===== config.mk =====
export PLATFORM = sky130hd
export DESIGN_NAME = cache_arbiter_flat
export DESIGN_NICKNAME = d
export VERILOG_FILES = /design/src/rtl/cache_arbiter_if.sv /design/src/rtl/cache_arbiter.sv /design/src/flat_wrapper.sv
export SDC_FILE = /design/constraint.sdc
export NUM_CORES = 1
export LEC_CHECK = 0
export ABC_AREA = 0
export BUFFER_PORTS_ARGS = -buffer_cell sky130_fd_sc_hd__buf_2
export CAP_MARGIN = 20
export CORE_AREA = 2 2 637 639
export DETAILED_ROUTE_END_ITERATION = 10
export DIE_AREA = 0 0 639 641
export GPL_ROUTABILITY_DRIVEN = 0
export PLACE_DENSITY = 0.3
export SLEW_MARGIN = 40
export SYNTH_ARGS = -nofsm -noshare
export SYNTH_HDL_FRONTEND = slang
export SYNTH_SLANG_ARGS = --single-unit

===== constraint.sdc =====
create_clock -name clk -period 5.2 [get_ports clk]
set_clock_uncertainty 0.2 [all_clocks]
set_input_delay 1.04 -clock clk [delete_from_list [all_inputs] [get_ports clk]]
set_output_delay 1.04 -clock clk [all_outputs]
set_load 0.05 [all_outputs]

===== src/rtl/cache_arbiter_if.sv =====
// cache_arbiter_if: I-cache, D-cache and memory port signals shared by the arbiter
interface cache_arbiter_if #(
  parameter int ADDR_WIDTH = 32,
  parameter int LINE_WIDTH = 256
);
  logic                  i_read;
  logic                  i_write;
  logic [ADDR_WIDTH-1:0] i_address;
  logic [LINE_WIDTH-1:0] i_wdata;
  logic [LINE_WIDTH-1:0] i_rdata;
  logic                  i_resp;
  logic                  d_read;
  logic                  d_write;
  logic [ADDR_WIDTH-1:0] d_address;
  logic [LINE_WIDTH-1:0] d_wdata;
  logic [LINE_WIDTH-1:0] d_rdata;
  logic                  d_resp;
  logic                  pmem_read;
  logic                  pmem_write;
  logic [ADDR_WIDTH-1:0] pmem_address;
  logic [LINE_WIDTH-1:0] pmem_wdata;
  logic [LINE_WIDTH-1:0] pmem_rdata;
  logic                  pmem_resp;
  modport master (
    output i_read, i_write, i_address, i_wdata, input i_rdata, i_resp,
    output d_read, d_write, d_address, d_wdata, input d_rdata, d_resp,
    input pmem_read, pmem_write, pmem_address, pmem_wdata,
    output pmem_rdata, pmem_resp
  );
  modport slave (
    input i_read, i_write, i_address, i_wdata, output i_rdata, i_resp,
    input d_read, d_write, d_address, d_wdata, output d_rdata, d_resp,
    output pmem_read, pmem_write, pmem_address, pmem_wdata,
    input pmem_rdata, pmem_resp
  );
endinterface


===== src/rtl/cache_arbiter.sv =====
// cache_arbiter: round-robin arbiter sharing one memory port between I-cache and D-cache
module cache_arbiter #(
  parameter int ADDR_WIDTH = 32,
  parameter int LINE_WIDTH = 256
) (
  input logic           clk,
  input logic           rst,
  cache_arbiter_if.slave bus
);
  typedef enum logic [1:0] {IDLE, GRANT_I, GRANT_D} state_t;
  state_t                r_state;
  state_t                w_next;
  logic                  r_last;
  logic                  w_next_last;
  logic                  w_i_req;
  logic                  w_d_req;
  logic                  w_own_i;
  logic                  w_own_d;
  logic                  w_act_i;
  logic                  w_act_d;
  logic [ADDR_WIDTH-1:0] w_addr;
  logic [LINE_WIDTH-1:0] w_wdata;
  assign w_i_req = bus.i_read | bus.i_write;
  assign w_d_req = bus.d_read | bus.d_write;
  always_ff @(posedge clk) begin
    if (rst) begin
      r_state <= IDLE;
      r_last  <= 1'b1;
    end else begin
      r_state <= w_next;
      r_last  <= w_next_last;
    end
  end
  // r_last names the previous owner, so a tie goes to the other cache
  always_comb begin
    w_next      = r_state;
    w_next_last = r_last;
    case (r_state)
      IDLE:    w_next = (w_i_req && (!w_d_req || r_last)) ? GRANT_I : (w_d_req ? GRANT_D : IDLE);
      GRANT_I: begin
        if (bus.pmem_resp) begin
          w_next      = IDLE;
          w_next_last = 1'b0;
        end else if (!w_i_req) w_next = IDLE;
      end
      GRANT_D: begin
        if (bus.pmem_resp) begin
          w_next      = IDLE;
          w_next_last = 1'b1;
        end else if (!w_d_req) w_next = IDLE;
      end
      default: w_next = IDLE;
    endcase
  end
  assign w_own_i = r_state == GRANT_I;
  assign w_own_d = r_state == GRANT_D;
  // an owner that has dropped its request drives nothing to memory
  assign w_act_i = w_own_i & w_i_req;
  assign w_act_d = w_own_d & w_d_req;
  assign w_addr  = w_act_i ? bus.i_address : (w_act_d ? bus.d_address : '0);
  assign w_wdata = w_act_i ? bus.i_wdata : (w_act_d ? bus.d_wdata : '0);
  assign bus.pmem_read    = (w_own_i & bus.i_read) | (w_own_d & bus.d_read);
  assign bus.pmem_write   = (w_own_i & bus.i_write) | (w_own_d & bus.d_write);
  assign bus.pmem_address = w_addr;
  assign bus.pmem_wdata   = w_wdata;
  assign bus.i_resp       = w_own_i & bus.pmem_resp;
  assign bus.d_resp       = w_own_d & bus.pmem_resp;
  assign bus.i_rdata      = bus.pmem_rdata;
  assign bus.d_rdata      = bus.pmem_rdata;
endmodule


===== src/flat_wrapper.sv =====
// flat-port wrapper written by rule: the top's interface ports become plain ports
module cache_arbiter_flat 
#(
  parameter int ADDR_WIDTH = 32,
  parameter int LINE_WIDTH = 256
)
  (clk, rst, bus_i_read, bus_i_write, bus_i_address, bus_i_wdata, bus_i_rdata, bus_i_resp, bus_d_read, bus_d_write, bus_d_address, bus_d_wdata, bus_d_rdata, bus_d_resp, bus_pmem_read, bus_pmem_write, bus_pmem_address, bus_pmem_wdata, bus_pmem_rdata, bus_pmem_resp);
  cache_arbiter_if #(.ADDR_WIDTH(ADDR_WIDTH), .LINE_WIDTH(LINE_WIDTH)) bus_i ();
  input logic clk;
  input logic rst;
  input wire logic [$bits(bus_i.i_read)-1:0] bus_i_read;
  input wire logic [$bits(bus_i.i_write)-1:0] bus_i_write;
  input wire logic [$bits(bus_i.i_address)-1:0] bus_i_address;
  input wire logic [$bits(bus_i.i_wdata)-1:0] bus_i_wdata;
  output wire logic [$bits(bus_i.i_rdata)-1:0] bus_i_rdata;
  output wire logic [$bits(bus_i.i_resp)-1:0] bus_i_resp;
  input wire logic [$bits(bus_i.d_read)-1:0] bus_d_read;
  input wire logic [$bits(bus_i.d_write)-1:0] bus_d_write;
  input wire logic [$bits(bus_i.d_address)-1:0] bus_d_address;
  input wire logic [$bits(bus_i.d_wdata)-1:0] bus_d_wdata;
  output wire logic [$bits(bus_i.d_rdata)-1:0] bus_d_rdata;
  output wire logic [$bits(bus_i.d_resp)-1:0] bus_d_resp;
  output wire logic [$bits(bus_i.pmem_read)-1:0] bus_pmem_read;
  output wire logic [$bits(bus_i.pmem_write)-1:0] bus_pmem_write;
  output wire logic [$bits(bus_i.pmem_address)-1:0] bus_pmem_address;
  output wire logic [$bits(bus_i.pmem_wdata)-1:0] bus_pmem_wdata;
  input wire logic [$bits(bus_i.pmem_rdata)-1:0] bus_pmem_rdata;
  input wire logic [$bits(bus_i.pmem_resp)-1:0] bus_pmem_resp;
  assign bus_i.i_read = bus_i_read;
  assign bus_i.i_write = bus_i_write;
  assign bus_i.i_address = bus_i_address;
  assign bus_i.i_wdata = bus_i_wdata;
  assign bus_i_rdata = bus_i.i_rdata;
  assign bus_i_resp = bus_i.i_resp;
  assign bus_i.d_read = bus_d_read;
  assign bus_i.d_write = bus_d_write;
  assign bus_i.d_address = bus_d_address;
  assign bus_i.d_wdata = bus_d_wdata;
  assign bus_d_rdata = bus_i.d_rdata;
  assign bus_d_resp = bus_i.d_resp;
  assign bus_pmem_read = bus_i.pmem_read;
  assign bus_pmem_write = bus_i.pmem_write;
  assign bus_pmem_address = bus_i.pmem_address;
  assign bus_pmem_wdata = bus_i.pmem_wdata;
  assign bus_i.pmem_rdata = bus_pmem_rdata;
  assign bus_i.pmem_resp = bus_pmem_resp;
  cache_arbiter #(.ADDR_WIDTH(ADDR_WIDTH), .LINE_WIDTH(LINE_WIDTH)) u_core (.clk(clk), .rst(rst), .bus(bus_i));
endmodule

==> results.md <==
Status:
- The run finished with clean final reports.

Pwr:
- The part of the power in the clock network is 0.054.
- For this design the static power due to leakage is 5.06 nW.
- The maximum ir drop on the vdd rail is approximately 100 uV.
- The total power per unit cell area is 158 mW/mm^2.
- Summed over all nets, the switching power comes to 0.00167 W.
- Of the total power, the share spent switching nets is 0.738.
- The internal power summed over all cells is 0.000592 W.
- The combinational cell fraction of total power is 0.934.
- The sequential power share is 0.012.

Critical path:
- The worst register-to-register path has a setup slack of 4060 ps.
- The type of element capturing the critical path is a primary output.
- Walking the worst path, the cells encountered are buf_2, nor2_1, and2b_4, buf_12, buf_12, a22o_1, buf_2.
- Data arrives at the worst endpoint at ~3200 ps.
- The slowest library cell on the worst path is sky130_fd_sc_hd__and2b_4.
- At the worst endpoint, the required time is 3960 ps.
- STA classifies the critical path startpoint as an input pin.
- The kind of critical path is input pin to primary output.
- Along the worst path, the maximum fanout reaches 37.
- For this run, the slowest stage of the critical path takes 570 ps.
- The endpoint of the worst register-to-register path is u_core.r_state[0].
- For the worst flop-to-flop path, the logic depth is 2.
- The worst register-to-register path begins at u_core.r_state[0].

Global routing:
- The pin count of the biggest net entering global routing is 97.
- The first global-routing pass estimated 336,000 microns of wire.
- The number of antenna violations at the first check in global routing was 365.
- The combined global-route utilization of all metal layers is 0.147.
- The via count of the first global-routing pass is 9,452.
- After global routing the overflow that remains totals 0.

Clock network:
- The hold buffer count at cts is 0.
- The H-tree level count is 1.
- The longest clock path from root to sink contains 2 buffers.
- Post-CTS repair changed the size of 0 cells.
- Buffers inserted during clock tree synthesis total 3.
- The cell sitting at the root of the clock tree is a sky130_fd_sc_hd__clkbuf_16.
- The clock reaches the later pin of the worst-skew pair after 230 ps.
- The clock slew at the register clock pins of the worst setup and hold paths is 30 ps.
- The number of setup buffers added after CTS is 0.
- TritonCTS built the clock tree.
- The TritonCTS sink count is 3.

Synthesis:
- The average instance in the mapped netlist occupies 7.92 sq um.
- The number of synthesized register bits is 3.
- Of the post-synthesis cell area, the dominant cell type holds 0.547.
- Counting every instance in the synthesized netlist gives between 800 and 900.
- Yosys printed 0 warnings.
- By area, the combinational part of the netlist is dominated by buffers and inverters.
- The adder and majority cell fraction of the synthesized area is 0.
- The post-synthesis cell type with the largest combined area is sky130_fd_sc_hd__buf_4.
- The total nets after synthesis is 1,725.
- The post-synthesis instance area is roughly 0.0070 sq mm.
- Measured against the total synthesized area, the mux share comes to 0.
- The parity-gate share of the synthesized area counting xor and xnor cells is 0.
- The fraction of the mapped netlist area in compound gates was 0.366.
- For this run, the register share of the synthesized area comes to 0.00855.
- Of the total synthesized cell area, the portion taken by AND, OR, NAND and NOR gates is 0.00962.
- Counting distinct cell types in the post-synthesis netlist gives 17.
- Ranked by total cell area, the synthesized netlist is headed by sky130_fd_sc_hd__buf_4, sky130_fd_sc_hd__a22o_1, sky130_fd_sc_hd__buf_6.

STA:
- The final setup TNS is 0 ps.
- The remaining max-slew budget at the tightest pin is 0.478.
- Setup violations remaining at the end of the flow were counted as 0.
- Static timing analysis puts the maximum clock frequency at 0.224 GHz.
- The final hold violation count is 0.
- Setup repair after global routing left no endpoint under its margin.
- Of the available clock period, the critical path in the final layout requires 0.858.
- The pin slew with the least headroom to its limit is 783 ps.
- The shortest period the worst path allows is about 4500 ps.
- The count of final max-slew check failures is 0.

Routing:
- The routed metal-1 wirelength is 91,600 microns.
- The wire length on met3 is 85,400 microns.
- Once detail routing completed, the nets flagged for antenna violations numbered 0.
- Signal routing reaches up to met5.
- The number of detailed-routing iterations run before antenna repair is 5.
- The violation count after the first detailed-routing iteration is 871.
- The sum of met2 wire segment lengths after detailed routing is 128,000 microns.
- After detailed routing, the average wire length per cell comes to ~48 microns.
- After detailed routing, the total wire length is 315,000 microns.
- After detailed routing, the number of vias per cell comes to 1.69.
- The remaining routing DRC violations is 0.
- The routed via count is 11,100.

Die:
- Row generation in the floorplan step produced 233 rows.
- The die boundary height is approximately 640 microns.
- The floorplan step set the die width to 639 microns.
- 1,643 I/O pins were placed.
- The core region is 0.402 sq mm.
- The initial utilization of the core area, before any placement, comes to 0.0175.
- The area of the die is 0.410 sq mm.

Hold path:
- Counting instances, the worst hold path has a depth of 1.
- The path class of the tightest hold or removal check is register to register.
- The end of the worst hold path is u_core.r_last.
- The startpoint of the lowest-slack hold path is u_core.r_state[0].

Place:
- The wire-length estimate of the detail-placed layout is 306,000 microns.
- The count of buffers from port buffering is just under 900.
- The post-placement cell area is 0.0140 sq mm.

Cells and area:
- The synthesis-to-finish area growth is 104%.
- The area of all placed cells without fillers is 0.0143 sq mm.
- The number of nets in the layout is between 2,000 and 2,500.
- Of the cells placed in the final design, the portion with a size suffix greater than 1 is 0.745.

Job:
- The number of max-cap violations is 0.
==> cells in the final DEF, fill, tap and decap left out <==
cell / Yosys / layout
sky130_fd_sc_hd__o221ai_1: 1 / 1
sky130_fd_sc_hd__nor3_1: 1 / 1
sky130_fd_sc_hd__dfxtp_1: 3 / 3
sky130_fd_sc_hd__nand2_1: 2 / 2
sky130_fd_sc_hd__buf_4: 512 / 23
sky130_fd_sc_hd__nor4b_1: 1 / 1
sky130_fd_sc_hd__a22o_1: 290 / 290
sky130_fd_sc_hd__buf_2: 31 / 865
sky130_fd_sc_hd__o21bai_1: 1 / 1
sky130_fd_sc_hd__diode_2: 0 / 76
sky130_fd_sc_hd__clkbuf_1: 0 / 1
sky130_fd_sc_hd__nor2b_2: 1 / 1
sky130_fd_sc_hd__buf_12: 0 / 10
sky130_fd_sc_hd__nor2_4: 1 / 1
sky130_fd_sc_hd__clkbuf_16: 0 / 3
sky130_fd_sc_hd__and2b_4: 0 / 1
sky130_fd_sc_hd__nor2_1: 5 / 5
sky130_fd_sc_hd__o2111a_1: 1 / 1
sky130_fd_sc_hd__inv_1: 3 / 3
==> cells in the mapped netlist <==
cell type and instances:
sky130_fd_sc_hd__nor3_1 1, sky130_fd_sc_hd__o2111a_1 1, sky130_fd_sc_hd__buf_4 512, sky130_fd_sc_hd__and2b_1 1
sky130_fd_sc_hd__buf_1 6, sky130_fd_sc_hd__nand2_1 2, sky130_fd_sc_hd__nor4b_1 1, sky130_fd_sc_hd__nor2_4 1
sky130_fd_sc_hd__o221ai_1 1, sky130_fd_sc_hd__buf_6 26, sky130_fd_sc_hd__nor2_1 5, sky130_fd_sc_hd__o21bai_1 1
sky130_fd_sc_hd__nor2b_2 1, sky130_fd_sc_hd__a22o_1 290, sky130_fd_sc_hd__buf_2 31, sky130_fd_sc_hd__inv_1 3
sky130_fd_sc_hd__dfxtp_1 3
==> power groups by stage <==
| stage | Clock, W | Combinational [W] | Sequential (W) |
|---|---|---|---|
| after floorplan | 0 | 0.00207 | 0.0000274 |
| after global placement | 0 | 0.00217 | 0.0000282 |
| after detailed placement | 0 | 0.00216 | 0.0000280 |
| after CTS | 0.000123 | 0.00216 | 0.0000277 |
| after global routing | 0.000127 | 0.00221 | 0.0000282 |
| final | 0.000122 | 0.00211 | 0.0000278 |
==> stage by stage <==
stage	power, W	setup WS (ps)	hold slack, ps	cells	utilization
finish	0.00226	740	329	6576	0.0356
CTS	0.00231	640	331	6500	0.0351
global route	0.00237	596	366	6533	0.0353
floorplan	0.00210	1790	282	886	-
detailed placement	0.00219	639	323	6496	0.0349
global placement	0.00220	636	332	6496	0.0349
==> cell families (layout without fill, tap and decap cells) <==
logic type | Yosys count | after routing
AO/OA/AOI/OAI | 293 | 293
buffers and inverters | 578 | 905
flip-flops | 3 | 3
other | 0 | 76
AND/OR/NAND/NOR | 12 | 12
==> worst max path at each step <==
stage | startpoint | end | slack [ps] | depth (start not counted)
after floorplan | bus_i_write | bus_pmem_address[0] | 1790 | 6
after global placement | bus_i_write | bus_pmem_address[16] | 640 | 7
after detailed placement | bus_i_write | bus_pmem_wdata[151] | 640 | 7
after CTS | bus_i_write | bus_pmem_wdata[151] | 640 | 7
after global routing | bus_i_write | bus_pmem_wdata[45] | 600 | 7
final | bus_i_read | bus_pmem_wdata[151] | 740 | 7
==> layout make-up <==
cell class	instances	area [sq um]
Antenna cell	76	190
Sequential cell	3	60.1
Clock buffer	4	78.8
Tap cell	5287	6620
Fill cell	48000	388000
Multi-Input combinational cell	305	2640
Inverter	3	11.3
Timing Repair Buffer	898	4700
==> registers in the layout, summed over array words and instances (netlist names) <==
register        count
u_core.r_state      2
u_core.r_last       1
==> routing by layer <==
layer,vias to the layer above,GRT usage
li1,3421,-
met1,4451,0.125
met2,2257,0.216
met3,781,0.186
met4,180,0.0263
met5,-,0.00744
==> critical path, delay by kind of cell <==
| kind | cells | cell delay [ps] |
|---|---|---|
| buffers and inverters | 4 | 980 |
| AND/OR/NAND/NOR | 2 | 660 |
| AO/OA/AOI/OAI | 1 | 430 |
Note: power is estimated with default switching activity, not from simulation.
